--- src/rtl/regfile_scoreboard.sv ---
// regfile_scoreboard
//
// Parametrised multi-read-port integer register file with a built-in
// pending-write scoreboard. Each architectural register has a busy bit.
// Decode sets the bit when it issues a producer (reserve), and writeback
// clears it. Decode can then stall on RAW hazards directly from read_busy.
// Register 0 is hardwired to zero and is never busy.
//
// Optional feature macro: REGFILE_BYPASS_EN
//   Defined   : a read port whose index matches an active write forwards
//               write_data in the same cycle. Its busy flag is 0, unless the
//               same index is also reserved in that cycle.
//   Undefined : reads return only the stored value and the registered busy bit.
//
// Parameters:
//   DATA_WIDTH - width of each register
//   ADDR_WIDTH - register index width; depth = 2**ADDR_WIDTH
//   NUM_READ   - number of independent read ports (1..4)
//
// Ports:
//   clk            - clock; all state updates on rising edge
//   reset          - synchronous, active-high; clears data, busy bits, count
//   write_enable   - writeback strobe
//   write_reg      - writeback destination index
//   write_data     - writeback value
//   reserve_enable - issue strobe; marks reserve_reg as pending
//   reserve_reg    - index to mark busy
//   read_reg       - flattened read indices, port i at [i*ADDR_WIDTH +: ADDR_WIDTH]
//   read_data      - flattened read data, port i at [i*DATA_WIDTH +: DATA_WIDTH]
//   read_busy      - per-port outstanding-producer flag
//   busy_count     - registered number of busy registers

module regfile_scoreboard #(
   parameter int DATA_WIDTH = 32,
   parameter int ADDR_WIDTH = 5,
   parameter int NUM_READ   = 2
) (
   input  logic                           clk,
   input  logic                           reset,
   input  logic                           write_enable,
   input  logic [ADDR_WIDTH-1:0]          write_reg,
   input  logic [DATA_WIDTH-1:0]          write_data,
   input  logic                           reserve_enable,
   input  logic [ADDR_WIDTH-1:0]          reserve_reg,
   input  logic [NUM_READ*ADDR_WIDTH-1:0] read_reg,
   output logic [NUM_READ*DATA_WIDTH-1:0] read_data,
   output logic [NUM_READ-1:0]            read_busy,
   output logic [ADDR_WIDTH:0]            busy_count
);

   localparam int DEPTH = 2**ADDR_WIDTH;

   logic [DATA_WIDTH-1:0] regs [DEPTH];
   logic [DEPTH-1:0]      busy;
   logic [DEPTH-1:0]      busy_next;
   logic [ADDR_WIDTH:0]   busy_count_next;
   logic                  write_valid;
   logic                  reserve_valid;

   // Index 0 accepts neither writes nor reservations.
   assign write_valid   = write_enable   && (write_reg   != '0);
   assign reserve_valid = reserve_enable && (reserve_reg != '0);

   // The busy update is applied in two steps. The writeback clear comes first,
   // then the reserve set. This ordering means a same-index reserve wins
   // (a new producer supersedes the one that is retiring). busy_count is the
   // popcount of the next busy vector, so the count is registered on the
   // same edge as busy.
   always_comb begin
      // NOTE: every variable gets a default before any conditional update,
      // so no path leaves it unassigned and no latch is inferred.
      busy_next       = busy;
      busy_count_next = '0;
      if (write_valid)
         busy_next[write_reg] = 1'b0;
      if (reserve_valid)
         busy_next[reserve_reg] = 1'b1;
      busy_next[0] = 1'b0;
      for (int i = 0; i < DEPTH; i++)
         busy_count_next = busy_count_next + {{ADDR_WIDTH{1'b0}}, busy_next[i]};
   end

   always_ff @(posedge clk) begin
      // NOTE: the data array is cleared by reset as well, not only the busy
      // bits. No register value may survive a reset. This makes the array
      // flops rather than a RAM macro.
      if (reset) begin
         for (int i = 0; i < DEPTH; i++)
            regs[i] <= '0;
         busy       <= '0;
         busy_count <= '0;
      end else begin
         // NOTE: state is updated with non-blocking assignments only, so every
         // read in this block sees the pre-edge value.
         if (write_valid)
            regs[write_reg] <= write_data;
         busy       <= busy_next;
         busy_count <= busy_count_next;
      end
   end

   // Independent combinational read ports; any number may alias one index.
   for (genvar p = 0; p < NUM_READ; p++) begin : g_read
      logic [ADDR_WIDTH-1:0] idx;
      logic [DATA_WIDTH-1:0] port_data;
      logic                  port_busy;

      assign idx = read_reg[p*ADDR_WIDTH +: ADDR_WIDTH];

      always_comb begin
         port_data = regs[idx];
         port_busy = busy[idx];
         if (idx == '0) begin
            port_data = '0;
            port_busy = 1'b0;
         end
`ifdef REGFILE_BYPASS_EN
         else if (write_enable && (write_reg == idx)) begin
            port_data = write_data;
            port_busy = reserve_enable && (reserve_reg == idx);
         end
`endif
      end

      assign read_data[p*DATA_WIDTH +: DATA_WIDTH] = port_data;
      assign read_busy[p]                          = port_busy;
   end

endmodule

--- config.mk ---
export PLATFORM = sky130hd
export DESIGN_NAME = regfile_scoreboard
export DESIGN_NICKNAME = d
export VERILOG_FILES = /design/src/rtl/regfile_scoreboard.sv
export SDC_FILE = /design/constraint.sdc
export NUM_CORES = 2
export LEC_CHECK = 0
export CAP_MARGIN = 10
export CORE_UTILIZATION = 40
export CTS_CLUSTER_SIZE = 24
export DETAILED_ROUTE_END_ITERATION = 16
export MAX_ROUTING_LAYER = met4
export PLACE_DENSITY = 0.63
export SKIP_CTS_REPAIR_TIMING = 1
export SYNTH_ARGS = -nofsm -noshare
export SYNTH_HDL_FRONTEND = slang
export SYNTH_SLANG_ARGS = --single-unit
--- constraint.sdc ---
create_clock -name clk -period 5.8 [get_ports clk]
set_input_delay 0.87 -clock clk [delete_from_list [all_inputs] [get_ports clk]]
set_output_delay 0.87 -clock clk [all_outputs]
set_load 0.005 [all_outputs]
== Word-level counts from Yosys, hierarchy flattened ==
Memories as Yosys holds them, arrays and structs flattened.
Cells that the tools add are included.

* Input bits: 56
* Bits in writable memories: 1024
* Bits in registers: 38
* Memories: 1
* Word-level logic and storage cells: 74
* Output and inout port bits: 72

* Bitwise operators: 3
* Reduce and logical (&&, ||, !) cells: 9
* $lt $le $gt $ge: 6
* Add/subtract/negate cells: 30
* Multiplexer cells: 22

{| class="wikitable"
|+ Memory list
! memory !! depth !! bits a word !! read ports !! clocked after memory_dff !! wr ports !! RTL line !! RTL
|-
| regs || 32 || 32 || 2 || 0 || 32 || 53 || <nowiki>logic [DATA_WIDTH-1:0] regs [DEPTH];</nowiki>
|}

{| class="wikitable"
|+ Operator list
! operator !! count
|-
| $mux 32 || 5
|-
| $add 6x1->6 || 25
|-
| $and 32x32->32 || 1
|-
| $not 32->32 || 1
|-
| $or 32x32->32 || 1
|-
| $reduce_or 32->1 || 1
|-
| $lt 5x6->1 const B || 4
|-
| $mux 1 || 12
|-
| $bmux 1 s5 || 2
|-
| $demux 1 s5 || 2
|-
| $ge 5x1->1 const B || 2
|-
| $logic_not 5->1 || 2
|-
| $reduce_bool 5->1 || 2
|-
| $add 5x1->6 || 1
|-
| $add 4x1->5 || 1
|-
| $mux 5 || 1
|-
| $add 3x1->4 || 1
|-
| $logic_and 1x1->1 || 4
|-
| $add 2x1->3 || 1
|-
| $add 1x1->2 || 1
|}

== Depth between registers and ports, before layout ==
* Depth after elaboration: 39
* Mapped depth: 20
* Mapped depth without buffers: 19

== Worst setup path after synthesis ==
Ideal clock, no wire load.

* Path type: input port to flip-flop
* From: input port write_enable
* To: register busy_count[4]
* Cell stages on the path: 17
* Arrival time: 6.102 ns
* Setup slack: -0.430 ns
* Path through: clkbuf_1 and4b_1 nand2_1 a22oi_1 fa_1 fa_1 fa_1 inv_1 fa_1 fa_1 fa_1 fa_1 fa_1 a21o_1 a21oi_1 xor2_1 nor2_1

* Cells in the longest elaborated chain, start to end: 34

{| class="wikitable"
|+ RTL lines
! element !! RTL line !! RTL
|-
| from (decl) || 40 || <nowiki>input logic write_enable,</nowiki>
|-
| $logic_and 1x1->1 * || 61 || <nowiki>assign write_valid = write_enable && (write_reg != '0);</nowiki>
|-
| $mux 32 * || 74 || <nowiki>if (write_valid)</nowiki>
|-
| $or 32x32->32 (no line) || n/a ||
|-
| $mux 32 * || 76 || <nowiki>if (reserve_valid)</nowiki>
|-
| $add 1x1->2 || 80 || <nowiki>busy_count_next = busy_count_next + {{ADDR_WIDTH{1'b0}}, busy_next[i]};</nowiki>
|-
| $add 2x1->3 || 80 ||
|-
| $add 3x1->4 || 80 ||
|-
| $add 4x1->5 || 80 ||
|-
| $add 5x1->6 || 80 ||
|-
| $add 6x1->6 (24 in series) || 80 ||
|-
| $add 6x1->6 * || 80 ||
|-
| to (signal assigned) || 98 || <nowiki>busy_count <= busy_count_next;</nowiki>
|-
| to (decl) || 48 || <nowiki>output logic [ADDR_WIDTH:0] busy_count</nowiki>
|}

Every way passes the cells marked *; elsewhere a longest branch is shown, timed or not.
A chain may end at the register's enable or synchronous reset.

== Worst setup path in the final report ==
* From: input port write_reg[4]
* To: register busy_count[4]

* Elaborated cells between the ends (all ways): 42

{| class="wikitable"
|+ RTL lines
! element !! RTL line !! RTL
|-
| from (decl) || 41 || <nowiki>input logic [ADDR_WIDTH-1:0] write_reg,</nowiki>
|-
| $lt 5x6->1 (not written as such) / $ge 5x1->1 (equally long branches) || 75 || <nowiki>busy_next[write_reg] = 1'b0;</nowiki>
|-
| $logic_and 1x1->1 (not written as such) || 75 ||
|-
| $mux 1 (not written as such) || 75 ||
|-
| $demux 1 s5 || 75 ||
|-
| $not 32->32 (no line) || n/a ||
|-
| $and 32x32->32 (no line) || n/a ||
|-
| $mux 32 * || 74 ||
|-
| $or 32x32->32 (no line) || n/a ||
|-
| $mux 32 * || 76 ||
|-
| net busy_next[10] || 55 || <nowiki>logic [DEPTH-1:0] busy_next;</nowiki>
|-
| $add 6x1->6 * (22 in series) || 80 ||
|}

The timed path passes the listed nets; every way through them passes the cells marked *.

==> metrics.md <==
| Metric | Value |
|---|---|
| Number of global-route vias before repair | 37900 |
| Post-Syn Area | 58300 sq um |
| Dpl cell area | 62500 sq um |
| Top Ports | 128 |
| Layout area overhead | 13.6% |
| DR pass1 iterations | 12 |
| CP Data Required Time | 6390 ps |
| Period Utilization, post-route | 0.980 |
| Synth Register Bits | 1061 |
| Initial antenna violation count | 17 |
| Synth warnings | 0 |
| CTS root buf | clkbuf_16 |
| Std cell rows | 139 |
| Highest-count cells in the layout ignoring fill and taps | edfxtp_1, and2_1, mux4_2 |
| Tot GR Track Use | 0.283 |
| Share of cells above drive strength 1 | 0.252 |
| Max-cap check violation count | 0 |
| Asr flop ratio synth | 0 |
| Post-synthesis sequential area ratio | 0.541 |
| Drt total wl | 204000 um |
| LEAKAGE | 23.2 nW |
| Initial DRC count | 5534 |
| Drt drc | 20 |
| Status | finished, violations left |
| Die extent in x | 384 um |
| I/O Buffers | 127 |
| Die height | 384 um |
| Die area | 147000 sq um |
| Peak supply drop | 230 uV |
| Post-route clock skew | 14.6 ps |
| Total Neg Setup Slack | 0 ps |
| Clock Pin Slew Worst Setup and Hold Paths | 70 ps |
| Min cycle time layout | 5680 ps |
| Count of different cell masters after synthesis | 58 |
| Post-synth EDFFs | 1024 |
| Slew Viols, Final | 0 |
| WL/cell | 33.8 um |
| Worst slew pin tran | 1210 ps |
| Crit path kind | input port to flop |
| First-pass GRT wire length | 285000 um |
| Crit path capture type | flop |
| Worst-Skew Late Latency | 730 ps |
| # setup viols final | 0 |
| Ys flop type | edfxtp_1 |
| Antenna-violating nets left | 0 |
| Gate count of the mapped netlist | 3909 |
| Largest family of logic cells by synthesized area | multiplexers |
| Syn_area_per_cell | 14.9 sq um |
| CTS tree | yes |
| Final HPWL DP | 126000 um |
| Synth Area in Simple Gates | 0.133 |
| # fillers | 12500 |
| Failing checks | DRC |
| Tightest Hold Check Type | flop to flop |
| Worst path arrival time | 6280 ps |
| Synth Area in Compound Gates | 0.0567 |
| Final core area utilization | 0.459 |
| Post-route design area | 66200 sq um |
| XOR/XNOR Fraction of Synth Area | 0.000451 |
| Power Dens Cells | 282 nW/um^2 |
| Initial Utilization | 0.405 |
| Largest net degree at the start of global routing | 78 |
| Critical Path Start Type | input port |
| CP max FO | 8 |
| Placer Congestion | 0.923 |
| Relative max-transition margin | 0.185 |
| Post-Synth Adder-Cell Area | 0.00941 |
| Core Region | 144000 sq um |
| Global route overflow | 0 |
| Final net count | 4144 |
| H-Tree Depth | 3 |
| Clock sinks | 1061 |
| Hold Fails Final Rpt | 0 |
| Post-DR vias/cell | 6.28 |
| FMAX | 176 MHz |
| Clock Tree Buf Depth | 3 |
| Post-synthesis mux area share | 0.220 |
| Vias | 38100 |
| RSZ-0062 raised after global routing | yes |
| Commonest non-fill, non-tap cell in the layout | edfxtp_1 |
| CTS buffer count | 114 |
## metal layers
| metal | global-route usage | routed length (um) | vias up |
|---|---|---|---|
| li1 | - | - | 15400 |
| met1 | 0.372 | 78500 | 19600 |
| met2 | 0.416 | 91200 | 2593 |
| met3 | 0.0644 | 23300 | 514 |
| met4 | 0.135 | 11500 | 0 |
| met5 | - | 0 | - |
## logic make-up after synthesis
family                   Yosys count
AND/OR/NAND/NOR                 1287
flip-flops                      1061
multiplexers                     660
buffers and inverters            448
AO/OA/AOI/OAI                    419
adder cells (fa/ha/maj)           30
XOR/XNOR                           3
other                              1
## worst max-delay path, stage by stage
cell and delay, ps:
buf_6 90, buf_8 120, and4bb_2 330, nand2_2 70, a22o_4 250, fa_1 570, inv_2 40, fa_1 480
fa_1 530, inv_2 40, fa_1 510, fa_1 590, fa_1 450, fa_2 400, fa_2 410, a21o_1 180
a21oi_2 140, xor2_1 150, nor2_1 50
## synthesized netlist by cell type, types with 3 or more instances
master	n	area share
edfxtp_1	1024	0.53
and2_1	1013	0.11
mux4_2	365	0.14
clkbuf_1	248	0.016
mux2i_1	132	0.023
mux4_1	95	0.043
nand2_1	95	0.0061
o21ai_1	84	0.0072
a22oi_1	82	0.011
nor2b_1	78	0.0084
buf_2	73	0.0063
mux2_2	68	0.013
a311oi_1	66	0.0099
a211oi_1	64	0.0082
buf_6	53	0.010
nor2_1	50	0.0032
a221oi_2	42	0.011
dfxtp_1	37	0.013
buf_4	35	0.0045
o21ai_0	33	0.0028
inv_1	28	0.0018
fa_1	23	0.0079
o2111ai_1	18	0.0027
nor3_1	13	0.0011
a22o_1	10	0.0015
nand2b_1	8	0.00086
ha_1	7	0.0015
a221oi_1	6	0.00090
buf_1	5	0.00032
a21oi_1	4	0.00034
a32o_1	4	0.00069
nand3_1	4	0.00034
and4b_1	3	0.00052
nand4_1	3	0.00032
nor2_2	3	0.00032
## per-stage QoR
stage | power [mW] | hold slack (ps) | std cells | worst slack, ps
floorplan | 10.5 | 507 | 3940 | 0.316
global placement | 11.7 | 599 | 5838 | -837
detailed placement | 11.7 | 582 | 5838 | -845
CTS | 18.7 | 603 | 6044 | -76.5
global route | 19.1 | 627 | 6056 | -53.9
finish | 18.7 | 597 | 6057 | 116
## sequential cells by signal, summed over array words and instances (netlist names)
signal and flops:
regs 1024, busy 31, busy_count 6
## final cells by class
cell class	count	area, sq um	share of cell area
inverters	29	111	0.00168
flip-flops and latches	1061	31500	0.476
multi-input cells	2431	24900	0.376
well taps	1903	2380	0.0360
clock buffers	135	2930	0.0443
repair buffers	421	3760	0.0568
diodes	6	15.0	0.000227
clock inverters	71	578	0.00874
## worst paths after layout
path | startpoint | to | slack, ps | cells past startpoint
hold reg to reg | busy[22]$_SDFF_PP0_ | busy[22]$_SDFF_PP0_ | 600 | 2
hold / removal | busy[22]$_SDFF_PP0_ | busy[22]$_SDFF_PP0_ | 600 | 2
setup / recovery | write_reg[4] | busy_count[4]$_SDFF_PP0_ | 120 | 19
setup reg to reg | busy[10]$_SDFF_PP0_ | busy_count[4]$_SDFF_PP0_ | 540 | 15
## report_power, final
part | switching (mW) | internal, mW
Sequential | 0.208 | 8.83
Combinational | 1.48 | 1.09
Clock | 3.13 | 3.94
Note: power is estimated with default switching activity, not from simulation.
